===== src/rtl/i2c_target_pkg.sv =====
// Shared state encodings and bus-level constants for the I2C target register file.
package i2c_target_pkg;

  typedef logic [2:0] state_t;

  localparam state_t IDLE      = 3'd0;
  localparam state_t ADDR      = 3'd1;
  localparam state_t ADDR_ACK  = 3'd2;
  localparam state_t WR_BYTE   = 3'd3;
  localparam state_t WR_ACK    = 3'd4;
  localparam state_t RD_BYTE   = 3'd5;
  localparam state_t RD_ACK    = 3'd6;
  localparam state_t WAIT_STOP = 3'd7;

  localparam logic I2C_ACK  = 1'b0;
  localparam logic I2C_NACK = 1'b1;
  localparam logic RW_WRITE = 1'b0;

endpackage


===== src/rtl/i2c_line_cond.sv =====
// Two-flop synchroniser plus delay flop for one bus line; reports level and edges.
module i2c_line_cond (
  input  logic clk,
  input  logic reset,
  input  logic raw,
  output logic lvl,
  output logic rise,
  output logic fall
);

  logic s1, s2, dly;

  // Reset to 1 so an idle (pulled-up) bus produces no spurious edge.
  always_ff @(posedge clk) begin
    if (reset) begin
      s1  <= 1'b1;
      s2  <= 1'b1;
      dly <= 1'b1;
    end else begin
      s1  <= raw;
      s2  <= s1;
      dly <= s2;
    end
  end

  assign lvl  = s2;
  assign rise = s2 & ~dly;
  assign fall = ~s2 & dly;

endmodule


===== src/rtl/i2c_target_regfile.sv =====
// I2C target with a byte-addressed register file, auto-increment pointer and host peek port.
module i2c_target_regfile
  import i2c_target_pkg::*;
#(
  parameter logic [6:0] DEV_ADDR = 7'h50,
  parameter int         DEPTH    = 16,
  parameter int         PTR_W    = $clog2(DEPTH)
) (
  input  logic             clk,
  input  logic             reset,
  input  logic             scl_i,
  input  logic             sda_i,
  output logic             sda_oe,
  output logic             busy,
  output logic             wr_stb,
  output logic [PTR_W-1:0] wr_ptr,
  output logic [7:0]       wr_byte,
  input  logic [PTR_W-1:0] peek_addr,
  output logic [7:0]       peek_data
);

  logic scl_lvl, scl_rise, scl_fall;
  logic sda_lvl, sda_rise, sda_fall;

  i2c_line_cond u_scl (
    .clk   (clk),
    .reset (reset),
    .raw   (scl_i),
    .lvl   (scl_lvl),
    .rise  (scl_rise),
    .fall  (scl_fall)
  );

  i2c_line_cond u_sda (
    .clk   (clk),
    .reset (reset),
    .raw   (sda_i),
    .lvl   (sda_lvl),
    .rise  (sda_rise),
    .fall  (sda_fall)
  );

  state_t           state;
  logic [3:0]       bit_cnt;
  logic [7:0]       shift;
  logic [PTR_W-1:0] ptr;
  logic             first_byte;
  logic [7:0]       mem [DEPTH];

  logic       start_det, stop_det, rd_load;
  logic [7:0] rd_data;

  assign start_det = sda_fall & scl_lvl;
  assign stop_det  = sda_rise & scl_lvl;
  assign rd_data   = mem[ptr];

  // A read byte is fetched either right after a read-address ACK or after a master ACK.
  always_comb begin
    rd_load = 1'b0;
    if (scl_fall && !start_det && !stop_det) begin
      if (state == ADDR_ACK && shift[0] != RW_WRITE)
        rd_load = 1'b1;
      else if (state == RD_ACK && bit_cnt == 4'd9 && shift[0] == I2C_ACK)
        rd_load = 1'b1;
    end
  end

  always_ff @(posedge clk) begin
    if (reset) begin
      state      <= IDLE;
      bit_cnt    <= '0;
      shift      <= '0;
      ptr        <= '0;
      first_byte <= 1'b0;
      sda_oe     <= 1'b0;
      busy       <= 1'b0;
      wr_stb     <= 1'b0;
      wr_ptr     <= '0;
      wr_byte    <= '0;
      for (int unsigned i = 0; i < DEPTH; i++) mem[i] <= '0;
    end else begin
      wr_stb <= 1'b0;
      if (stop_det) begin
        state  <= IDLE;
        sda_oe <= 1'b0;
        busy   <= 1'b0;
      end else if (start_det) begin
        state   <= ADDR;
        bit_cnt <= '0;
        sda_oe  <= 1'b0;
        busy    <= 1'b1;
      end else if (rd_load) begin
        shift   <= rd_data;
        sda_oe  <= ~rd_data[7];
        ptr     <= ptr + PTR_W'(1);
        bit_cnt <= '0;
        state   <= RD_BYTE;
      end else begin
        case (state)
          ADDR, WR_BYTE: begin
            if (scl_rise) begin
              shift   <= {shift[6:0], sda_lvl};
              bit_cnt <= bit_cnt + 4'd1;
            end else if (scl_fall && bit_cnt == 4'd8) begin
              bit_cnt <= '0;
              if (state == ADDR) begin
                if (shift[7:1] == DEV_ADDR) begin
                  state  <= ADDR_ACK;
                  sda_oe <= 1'b1;
                end else begin
                  state <= WAIT_STOP;
                end
              end else begin
                // Commit happens on the falling edge so a STOP/START after bit 8 still discards.
                if (first_byte) begin
                  ptr <= shift[PTR_W-1:0];
                end else begin
                  mem[ptr] <= shift;
                  wr_stb   <= 1'b1;
                  wr_ptr   <= ptr;
                  wr_byte  <= shift;
                  ptr      <= ptr + PTR_W'(1);
                end
                state  <= WR_ACK;
                sda_oe <= 1'b1;
              end
            end
          end
          ADDR_ACK, WR_ACK: begin
            if (scl_fall) begin
              sda_oe     <= 1'b0;
              bit_cnt    <= '0;
              first_byte <= (state == ADDR_ACK);
              state      <= WR_BYTE;
            end
          end
          RD_BYTE: begin
            if (scl_rise) begin
              bit_cnt <= bit_cnt + 4'd1;
            end else if (scl_fall) begin
              if (bit_cnt == 4'd8) begin
                sda_oe <= 1'b0;
                state  <= RD_ACK;
              end else begin
                sda_oe <= ~shift[6];
                shift  <= {shift[6:0], 1'b0};
              end
            end
          end
          RD_ACK: begin
            if (scl_rise) begin
              shift[0] <= sda_lvl;
              bit_cnt  <= 4'd9;
            end else if (scl_fall && bit_cnt == 4'd9 && shift[0] == I2C_NACK) begin
              state <= WAIT_STOP;
            end
          end
          default: ;
        endcase
      end
    end
  end

  always_ff @(posedge clk) begin
    if (reset) peek_data <= '0;
    else       peek_data <= mem[peek_addr];
  end

endmodule


===== config.mk =====
export PLATFORM = sky130hd
export DESIGN_NAME = i2c_target_regfile
export DESIGN_NICKNAME = d
export VERILOG_FILES = /design/src/rtl/i2c_target_pkg.sv /design/src/rtl/i2c_line_cond.sv /design/src/rtl/i2c_target_regfile.sv
export SDC_FILE = /design/constraint.sdc
export NUM_CORES = 1
export LEC_CHECK = 0
export CELL_PAD_IN_SITES_DETAIL_PLACEMENT = 0
export CELL_PAD_IN_SITES_GLOBAL_PLACEMENT = 1
export CORE_UTILIZATION = 55
export CTS_CLUSTER_SIZE = 40
export DETAILED_ROUTE_END_ITERATION = 7
export PLACE_DENSITY = 0.92
export SETUP_SLACK_MARGIN = 0.05
export SYNTH_ARGS = -nofsm -noshare
export SYNTH_HDL_FRONTEND = slang
export SYNTH_SLANG_ARGS = --single-unit

===== constraint.sdc =====
create_clock -name clk -period 3.7 [get_ports clk]
set_clock_uncertainty 0.1 [all_clocks]
set_input_delay 0.74 -clock clk [delete_from_list [all_inputs] [get_ports clk]]
set_output_delay 0.74 -clock clk [all_outputs]
set_load 0.01 [all_outputs]

# Yosys cells after proc, flatten, opt, wreduce, memory -nomap -nowiden
# Memory sizes are Yosys's and may differ from the RTL's. A register that Yosys moved wholly into a read port is not among the register bits.
# Cells that the tools add are included.
[op_classes] n_bitwise=19 multipliers=0 eq_ne=42 div_mod_pow=0 n_reduce_logical=34 n_addsub=2 n_lt_le_gt_ge=0 shifts=0 muxes=65
[op_table] cell="$mux W4" count=16
[op_table] cell="$mux W8" count=6
[op_table] cell="$ne A4 B4 Y1 const B" count=10
[op_table] cell="$mux W3" count=11
[op_table] cell="$ne A3 B3 Y1 const B" count=10
[op_table] cell="$mux W1" count=27
[op_table] cell="$reduce_and A9 Y1" count=3
[op_table] cell="$ne A2 B2 Y1 const B" count=8
[op_table] cell="$pmux W4 S4" count=1
[op_table] cell="$reduce_and A8 Y1" count=2
[op_table] cell="$pmux W7 S2" count=1
[op_table] cell="$reduce_and A7 Y1" count=2
[op_table] cell="$not A1 Y1" count=13
[op_table] cell="$pmux W3 S4" count=1
[op_table] cell="$reduce_and A6 Y1" count=2
[op_table] cell="$reduce_bool A4 Y1" count=3
[op_table] cell="$eq A3 B3 Y1 const B" count=3
[op_table] cell="$add A4 B1 Y4 const B" count=2
[op_table] cell="$eq A4 B4 Y1 const B" count=2
[op_table] cell="$logic_and A1 B1 Y1" count=8
[op_table] cell="$reduce_or A8 Y1" count=1
[op_table] cell="$eq A7 B7 Y1 const B" count=1
[op_table] cell="$and A1 B1 Y1" count=6
[op_table] cell="$eq A3 B2 Y1 const B" count=2
[op_table] cell="other kinds (15)" count=21
[word_totals] rom_bits=0 n_memories=1 latchBits=0 ff_bits=41 mem_bits_rw=128
[mem_list] name="mem" depth=16 width=8 rd=2 rd_ports_with_merged_regs=2 write_ports=16 line_no="i2c_target_regfile.sv:48" text="logic [7:0] mem [DEPTH];"

# Longest topological paths before layout
# Gate-level depths: netlist of run 1.
[logic_depth] word_depth=14 depth_mapped=9 mapped_depth_nobuf=7

# By module
# From an unflattened synthesis of run 1, not the netlist that was laid out.
[unflattened] cells_unflattened=738 area_unflattened_um2=9522.9
[modules_own_cells] module="i2c_target_regfile" area_per_inst_um2=9337.7 cells_each=722 seq_area_each_um2=4784.6 instances=1
[modules_own_cells] module="i2c_line_cond" area_per_inst_um2=92.6 cells_each=8 seq_area_each_um2=60.1 instances=2

# Worst setup path before layout of run 1
# No wires, ideal clock.
[synth_timing] path_type="input-to-reg" start="input port peek_addr[0]" end="register peek_data[0], read port of mem" path_buffers=2 t_required_ps=3473 path_stages=5 path_slack_ps=1204 arrival_ps=2269 path_cell_list="buf_2 buf_2 mux4_2 mux4_2 nor2b_1"
[synth_rtl] element="start: declaration" line_no="i2c_target_regfile.sv:18" text="input logic [PTR_W-1:0] peek_addr,"
[synth_rtl] element="end: declaration" line_no="i2c_target_regfile.sv:19" text="output logic [7:0] peek_data"

==> results of run 1 <==
## flip-flops by register name, summed over array words and instances, names as in the netlist, 3 cells and up, named ones only
name       flops
bit_cnt        4
mem          128
peek_data      8
ptr            4
shift          8
state          3
wr_byte        8
wr_ptr         4
## metal layers
metal  global-route usage  vias to the layer above  wire [µm]
met2                0.462                      400      11800
met3               0.0495                       52       2320
met5                    0                        -          0
li1                     -                     2897          -
met1                0.402                     3354       9830
met4                0.122                        0        672
## layout make-up
cell class,count,area [µm²],share of cell area
Inverter,11,41.3,0.00389
Tap cell,225,282,0.0265
Timing Repair Buffer,60,515,0.0485
Clock inverter,13,82.6,0.00777
Clock buffer,18,429,0.0404
Multi-Input combinational cell,498,4370,0.411
Sequential cell,181,4910,0.462
## synthesized netlist by cell type, types with 2 or more instances
cell type / count
o21ai_0: 13
nor3_1: 20
nor4_1: 25
a311oi_1: 2
or3_1: 2
a221oi_1: 5
ha_1: 7
a21o_1: 6
inv_1: 11
edfxtp_1: 128
dfxtp_1: 53
buf_1: 2
buf_2: 17
a22oi_1: 5
mux2_2: 5
mux4_2: 67
nand2b_1: 22
o32ai_1: 6
nand3_1: 4
o31ai_1: 3
nand3b_1: 2
a21oi_1: 26
a211oi_1: 6
o221ai_1: 2
clkbuf_1: 46
nand4_1: 3
a31oi_1: 4
mux2i_1: 18
mux4_1: 2
a2111oi_0: 6
nor2_1: 32
or2_2: 22
and3b_1: 3
nor4_2: 4
buf_6: 4
nand2_1: 23
and2_1: 105
nor2b_1: 23
## power by group
part | leakage, nW | total, W | switching, W | internal (W)
registers | 1.75 | 0.00229 | 0.0000599 | 0.00223
logic | 1.72 | 0.000291 | 0.000149 | 0.000141
clock network | 0.241 | 0.00162 | 0.000774 | 0.000850
## cells by family after synthesis
logic type,count (synthesis)
multiplexers,92
XOR/XNOR,1
AND/OR/NAND/NOR,298
flip-flops,181
buffers and inverters,81
AO/OA/AOI/OAI,100
adder cells (fa/ha/maj),7
## final timing paths
path / slack (ns) / to / from
min reg2reg: 0.31 / u_scl.lvl / u_scl.s1
max reg2reg: 0.80 / mem[3][2] / bit_cnt[1]
max: 0.80 / mem[3][2] / bit_cnt[1]
min: 0.31 / u_scl.lvl / u_scl.s1
## per-stage QoR
| stage | hold WS (ns) | worst slack (ns) | cells | power (W) |
|---|---|---|---|---|
| floorplan | 0.289 | 1.20 | 760 | 0.00251 |
| global placement | 0.305 | 0.937 | 975 | 0.00260 |
| detailed placement | 0.297 | 0.852 | 975 | 0.00261 |
| CTS | 0.316 | 0.848 | 1006 | 0.00420 |
| global route | 0.334 | 0.572 | 1006 | 0.00430 |
| finish | 0.312 | 0.805 | 1006 | 0.00420 |
==> flow_summary.yaml, run 1 <==
cts:
  cts.htree.levels: 4
  postCtsSetupBuffers: 0
  clock_sinks: 181
  clk_latency_ns: 0.43
  post_cts_resized: 0
  clockBufferDepth: 2
  cts_buffers: 17
  root_buffer: "clkbuf_16"
  path_clk_slew_ns: 0.07
  postCtsHoldBufs: 0
  cts_tree: "yes"
detailed_routing:
  post_drt_wl_per_cell_um: 24.5
  viasPerCell: 6.66
  drt_first_iter_violations: 808
  ant_nets: 0
  wirelength_um: 24600
  vias: 6703
  drc: 0
  first_pass_iters: 7
synthesis:
  synth_top_family_by_area: "multiplexers"
  synth_mux_area_frac: 0.187
  avgSynthCellArea_um2: 12.7
  yosysUniqueCellTypes: 64
  netlist_instances: 760
  yosys_warnings: 0
  synthesis.area_um2: 9630
  synthSimpleGateAreaFrac: 0.182
  synth_edf_count: 128
  synth-compound-area-share: 0.0752
  synth.net_count: 775
  yosys-top-cells-area: "edfxtp_1, mux4_2, dfxtp_1"
  yosysSeqAreaShare: 0.509
  synth-xor-area-share: 0.000909
  yosys.area_share.adder: 0.00909
  synth_top_area_frac: 0.399
  synth_seq_cells: 181
  async_reset_ff_frac: 0
  ys.flop_type: "edfxtp_1"
  synth_top_area_cell: "edfxtp_1"
cells_and_area:
  mostFrequentLayoutCells: "edfxtp_1, and2_1, mux4_2"
  design_area_um2: 10600
  n_antenna_cell: 0
  fin_util: 0.619
  final_common_cell: "edfxtp_1"
  drive_above_1_share: 0.209
  final_nets: 784
  syn_to_final_growth_pct: 10.3
  nFillCells: 1288
setup_path:
  path_cells: "inv_1 > ha_1 > and3b_1 > nand3_2 > nor4_2 > or2_2"
  cp-start-kind: "flip-flop"
  cp_slowest_cell: "nor4_2"
  cp_top_family: "simple AND/OR/NAND/NOR gates"
  worstSetupPathType: "reg -> reg"
  critPathMaxFanout: 18
  worst-path-stages: 6
  slowest_delay_ns: 0.69
  crit_required_ns: 3.72
  rr_worst_depth: 6
  worstSetupEndpointType: "flip-flop"
  worst-path-buf-inv: 1
  arrival_ns: 2.92
floorplanning:
  core_um2: 17200
  die_y_um: 134
  die_w_um: 134
  num_rows: 48
  die_area_um2: 18000
  start_util: 0.561
  ioPinCount: 31
global_routing:
  overflow: 0
  antenna_found_initial: 0
  grt_pass1_wl_um: 38700
  first_global_vias: 6543
  grt_max_degree: 60
  track_usage: 0.292
run:
  cap_violations: 0
sta:
  relSlewSlack: 0.283
  tns_ns: 0
  fmax_mhz: 345
  drv_slew: 0
  hold_violations: 0
  final.period_utilization: 0.782
  rsz0062_at_grt: "false"
  worst_pin_slew_ns: 1.07
  setup_viol: 0
  finalCriticalPeriod_ns: 2.90
hold_path:
  hold_depth: 1
  hp-class: "reg -> reg"
pwr:
  cellLeakagePower_nw: 3.72
  power_density_nw_per_um2: 395
  worst_ir_drop_vdd_mv: 0.352
place:
  gp_congestion: 0.920
  placed_cell_area_um2: 10100
  port_buffers: 30
  post-dp-hpwl_um: 17400
status:
  status: "finished, final reports clean"
(Power assumes the default switching activity.)
==> run 2: changes to the inputs <==
--- a/config.mk
+++ b/config.mk
@@ -7,10 +7,10 @@
 export LEC_CHECK = 0
 export CELL_PAD_IN_SITES_DETAIL_PLACEMENT = 0
 export CELL_PAD_IN_SITES_GLOBAL_PLACEMENT = 1
-export CORE_UTILIZATION = 55
+export CORE_UTILIZATION = 46
 export CTS_CLUSTER_SIZE = 40
 export DETAILED_ROUTE_END_ITERATION = 7
-export PLACE_DENSITY = 0.92
+export PLACE_DENSITY = 0.83
 export SETUP_SLACK_MARGIN = 0.05
 export SYNTH_ARGS = -nofsm -noshare
 export SYNTH_HDL_FRONTEND = slang
==> constraint.sdc (replaced) <==
create_clock -name clk -period 2.5 [get_ports clk]
set_clock_uncertainty 0.1 [all_clocks]
set_input_delay 0.5 -clock clk [delete_from_list [all_inputs] [get_ports clk]]
set_output_delay 0.5 -clock clk [all_outputs]
set_load 0.01 [all_outputs]
==> run 2 against run 1 <==
  * Worst setup slack lost 0.67 ns
  * Power grew 58%
  * Fmax grew 23%
  * Count of clock-buffer cells in the layout shrank 1
  * Highest routed layer unchanged
==> flow_summary.yaml, run 2 (synthesis gave the netlist of run 1 again) <==
status:
  status: "finished, final reports clean"
setup_path:
  worst-path-buf-inv: 2
  arrival_ns: 2.40
  cp_slowest_cell: "nor4_2"
  slowest_delay_ns: 0.40
  crit_required_ns: 2.54
  worstSetupPathType: "reg -> reg"
  cp-start-kind: "flip-flop"
  worstSetupEndpointType: "flip-flop"
  critPathMaxFanout: 42
  path_cells: "inv_1 > ha_1 > and3b_1 > nand3_2 > buf_12 > nor4_2 > or2_2"
  cp_top_family: "simple AND/OR/NAND/NOR gates"
cells_and_area:
  final_common_cell: "edfxtp_1"
  mostFrequentLayoutCells: "edfxtp_1, and2_1, mux4_2"
  largest_reg_flops: 128
  regArea_um2: 4910
  n_antenna_cell: 0
  final_nets: 812
  drive_above_1_share: 0.249
  multi_input_area_um2: 4390
  stdcell_count: 1080
  top_register: "mem"
  syn_to_final_growth_pct: 15.0
  nFillCells: 1633
detailed_routing:
  drc: 0
  viasPerCell: 6.24
  drt_first_iter_violations: 786
  post_drt_wl_per_cell_um: 23.1
  ant_nets: 0
  first_pass_iters: 5
  vias: 6739
  wirelength_um: 24900
sta:
  fmax_mhz: 423
  setup_viol: 0
  finalCriticalPeriod_ns: 2.36
  drv_slew: 0
  hold_violations: 0
  rsz0062_at_grt: "true"
  final.period_utilization: 0.945
  tns_ns: 0
  relSlewSlack: 0.569
  worst_pin_slew_ns: 0.646
floorplanning:
  num_rows: 52
  die_w_um: 147
  ioPinCount: 31
  die_y_um: 147
  start_util: 0.473
  core_um2: 20400
  die_area_um2: 21500
global_routing:
  grt_pass1_wl_um: 38500
  first_global_vias: 6667
  track_usage: 0.239
  antenna_found_initial: 0
  overflow: 0
  grt_max_degree: 50
run:
  cap_violations: 0
place:
  placed_cells: 1047
  gp_congestion: 0.863
  post-dp-hpwl_um: 17500
  port_buffers: 30
cts:
  root_buffer: "clkbuf_16"
  cts_buffers: 17
  clk_latency_ns: 0.44
  path_clk_slew_ns: 0.07
  cts.htree.levels: 4
  clockBufferDepth: 2
  cts_tree: "yes"
  clock_sinks: 181
pwr:
  power_density_nw_per_um2: 599
  worst_ir_drop_vdd_mv: 0.434
  cellLeakagePower_nw: 3.94
hold_path:
  hp-class: "in -> reg"
==> run 2: cell count changes in the layout (fill, tap and decap cells not counted), moves of 4 or more <==
cell and change:
inv_8 +6, buf_12 +4, clkinv_8 +4, clkinv_1 -5, buf_4 +24
==> run 2: area by class of cell <==
type / instances / share of cell area
timing repair buffer: 88 / 0.0700
sequential: 181 / 0.443
tap: 270 / 0.0305
multi-input combinational: 498 / 0.396
clock buffer: 17 / 0.0384
clock inverter: 15 / 0.0178
inverter: 11 / 0.00373
==> run 2: what timing repair did <==
action	4_1_cts	5_1_grt
buffers inserted	0	1
setup endpoints to repair	0	25
gates resized for setup	0	6
hold buffers	0	0
==> run 2: final timing paths <==
| path | end | startpoint | depth (start not counted) | slack, ns |
|---|---|---|---|---|
| hold / removal | flip-flop | reset | 2 | 0.27 |
| hold reg to reg | u_sda.lvl | u_sda.s1 | 1 | 0.31 |
| setup / recovery | mem[1][7] | bit_cnt[0] | 7 | 0.14 |
| setup reg to reg | mem[1][7] | bit_cnt[0] | 7 | 0.14 |
==> run 2: routing by layer <==
| metal | part of all wire | wire length [µm] | vias to the layer above | track usage |
|---|---|---|---|---|
| met5 | 0 | 0 | - | 0 |
| met4 | 0.016 | 390 | 0 | 0.0729 |
| met3 | 0.075 | 1860 | 44 | 0.0531 |
| met2 | 0.49 | 12200 | 346 | 0.388 |
| met1 | 0.42 | 10500 | 3376 | 0.320 |
| li1 | - | - | 2973 | - |
==> run 2: report_power, final <==
part	switching [W]	leakage [nW]	internal, W
Clock	0.00134	0.305	0.00146
Combinational	0.000251	1.88	0.000229
Sequential	0.0000639	1.76	0.00329
Total	0.00166	3.94	0.00498
==> run 2: through the flow <==
stage | utilization | hold slack [ns] | power (W) | area (µm²) | worst slack [ns]
6_report | 0.544 | 0.268 | 0.00663 | 11100 | 0.138
4_1_cts | 0.542 | 0.258 | 0.00665 | 11000 | 0.0845
5_1_grt | 0.544 | 0.283 | 0.00680 | 11100 | 0.0261
2_1_floorplan | - | 0.289 | 0.00371 | 9630 | 0.244
3_5_place_dp | 0.512 | 0.296 | 0.00389 | 10400 | 0.00452
3_3_place_gp | 0.512 | 0.302 | 0.00388 | 10400 | 0.0219
==> run 3: changes to the inputs <==
--- a/config.mk
+++ b/config.mk
@@ -10,8 +10,10 @@
 export CORE_UTILIZATION = 46
 export CTS_CLUSTER_SIZE = 40
 export DETAILED_ROUTE_END_ITERATION = 7
-export PLACE_DENSITY = 0.83
+export PLACE_DENSITY = 0.8
 export SETUP_SLACK_MARGIN = 0.05
+export SLEW_MARGIN = 20
 export SYNTH_ARGS = -nofsm -noshare
 export SYNTH_HDL_FRONTEND = slang
 export SYNTH_SLANG_ARGS = --single-unit
+export TNS_END_PERCENT = 10
==> run 3 against run 2 <==
  * Hold slack better by 0.018 ns
  * Sequential power about the same
  * Flip-flop and latch count unchanged
  * Largest power group unchanged
  * Critical path depth up 1
  * Sequential share of layout area down 0.14 points
  * First-iteration DRC count up 9.7%
  * Non-clock buffer count up 3
  * Fmax down 3.2%
  * Count of clock-buffer cells in the layout unchanged
  * Die area unchanged
  * Clock power about the same
  * Cell count up 0.28%
==> flow_summary.yaml, run 3 (synthesis gave the netlist of run 1 again) <==
detailed_routing:
  drt_first_iter_violations: 862
  first_pass_iters: 5
  viasPerCell: 6.31
  ant_nets: 0
  wirelength_um: 26200
  vias: 6838
  post_drt_wl_per_cell_um: 24.2
  drc: 0
cells_and_area:
  top_register: "mem"
  final_common_cell: "edfxtp_1"
  fin_util: 0.546
  drive_above_1_share: 0.251
  mostFrequentLayoutCells: "edfxtp_1, and2_1, mux4_2"
  final_nets: 815
  n_antenna_cell: 0
  syn_to_final_growth_pct: 15.3
  nFillCells: 1678
  largest_reg_flops: 128
cts:
  clockBufferDepth: 2
  cts.htree.levels: 4
  path_clk_slew_ns: 0.08
  cts_tree: "yes"
  clk_latency_ns: 0.45
  clock_sinks: 181
  root_buffer: "clkbuf_16"
  cts_buffers: 17
setup_path:
  worst-path-buf-inv: 2
  cp-start-kind: "flip-flop"
  arrival_ns: 2.65
  path_cells: "inv_1 > ha_1 > nor4bb_1 > buf_4 > a21o_1 > nand2_1 > a221oi_1 > o32ai_1"
  regToRegStartpoint: "bit_cnt[1]"
  worstSetupPathType: "reg -> reg"
  worst-path-stages: 8
  critPathMaxFanout: 9
  crit_path_start: "bit_cnt[1]"
  cp_top_family: "compound AO/OA/AOI/OAI gates"
  r2r-end: "shift[6]"
  worstSetupEndpointType: "flip-flop"
  rr_worst_depth: 8
  slowest_delay_ns: 0.49
  ff2ff_setup_slack_ns: 0.06
  crit_required_ns: 2.71
  cp_slowest_cell: "a221oi_1"
hold_path:
  hold_depth: 2
  hold-path-endpoint: "wr_byte[6]"
  hp-class: "in -> reg"
  hold_start: "reset"
floorplanning:
  die_area_um2: 21500
  die_w_um: 147
  start_util: 0.473
  core_um2: 20400
  die_y_um: 147
  ioPinCount: 31
  num_rows: 52
status:
  status: "finished, final reports clean"
sta:
  hold_violations: 0
  rsz0062_at_grt: "true"
  relSlewSlack: 0.577
  final.period_utilization: 0.976
  finalCriticalPeriod_ns: 2.44
  worst_pin_slew_ns: 0.634
  drv_slew: 0
  setup_viol: 0
  fmax_mhz: 410
pwr:
  p_total_w: 0.00666
  power_density_nw_per_um2: 600
  worst_ir_drop_vdd_mv: 0.509
  cellLeakagePower_nw: 3.94
place:
  post-dp-hpwl_um: 18400
  port_buffers: 30
  gp_congestion: 0.883
global_routing:
  first_global_vias: 6840
  antenna_found_initial: 0
  grt_max_degree: 47
  track_usage: 0.256
  overflow: 0
  grt_pass1_wl_um: 41300
run:
  cap_violations: 0
[run 3: cell types whose count changed in the layout (fill, tap and decap cells not counted), sizes merged]
cell      change
buf           +3
clkinv        -2
clkinvlp      +1
inv           +1
[run 3: worst max-delay path by stage]
stage | endpoint | slack [ns]
after floorplan | peek_data[0] | 0.24
after global placement | mem[2][0] | -0.09
after detailed placement | mem[2][1] | -0.12
after CTS | mem[2][0] | 0.06
after global routing | shift[6] | -0.006
final | shift[6] | 0.06
[run 3: area by class of cell]
class                   count  area [µm²]  area share
well taps                 270         338      0.0304
multi-input cells         498        4400       0.396
clock buffers              17         425      0.0383
flip-flops and latches    181        4910       0.442
clock inverters            15         196      0.0177
inverters                  11        41.3     0.00372
repair buffers             91         802      0.0722
[run 3: power breakdown]
group	leakage [nW]	internal, W	switching (W)	total (W)
clock network	0.299	0.00146	0.00136	0.00282
logic	1.89	0.000234	0.000261	0.000495
registers	1.75	0.00329	0.0000612	0.00335
total	3.94	0.00498	0.00168	0.00666
[run 3: routing by layer]
metal / up-vias / GRT usage / wire length [µm]
met5: - / 0 / 0
met4: 0 / 0.0823 / 517
met3: 45 / 0.0376 / 2030
met2: 354 / 0.406 / 12400
met1: 3466 / 0.364 / 11200
li1: 2973 / - / -
[run 3: stage by stage]
stage | hold WS, ns | TNS [ns] | setup slack [ns] | std cells | cell area (µm²)
2_1_floorplan | 0.289 | 0 | 0.244 | 760 | 9630
3_3_place_gp | 0.304 | -0.824 | -0.0888 | 1051 | 10500
3_5_place_dp | 0.302 | -2.19 | -0.115 | 1051 | 10500
4_1_cts | 0.274 | 0 | 0.0575 | 1083 | 11100
5_1_grt | 0.320 | -0.00557 | -0.00557 | 1083 | 11100
6_report | 0.286 | 0 | 0.0599 | 1083 | 11100
[run 3: repair_timing]
action | in CTS | in global routing
setup buffers | 0 | 0
hold buffers | 0 | 0
resized for setup | 4 | 4
pin swaps | 0 | 0
endpoints found under the setup margin | 43 | 64
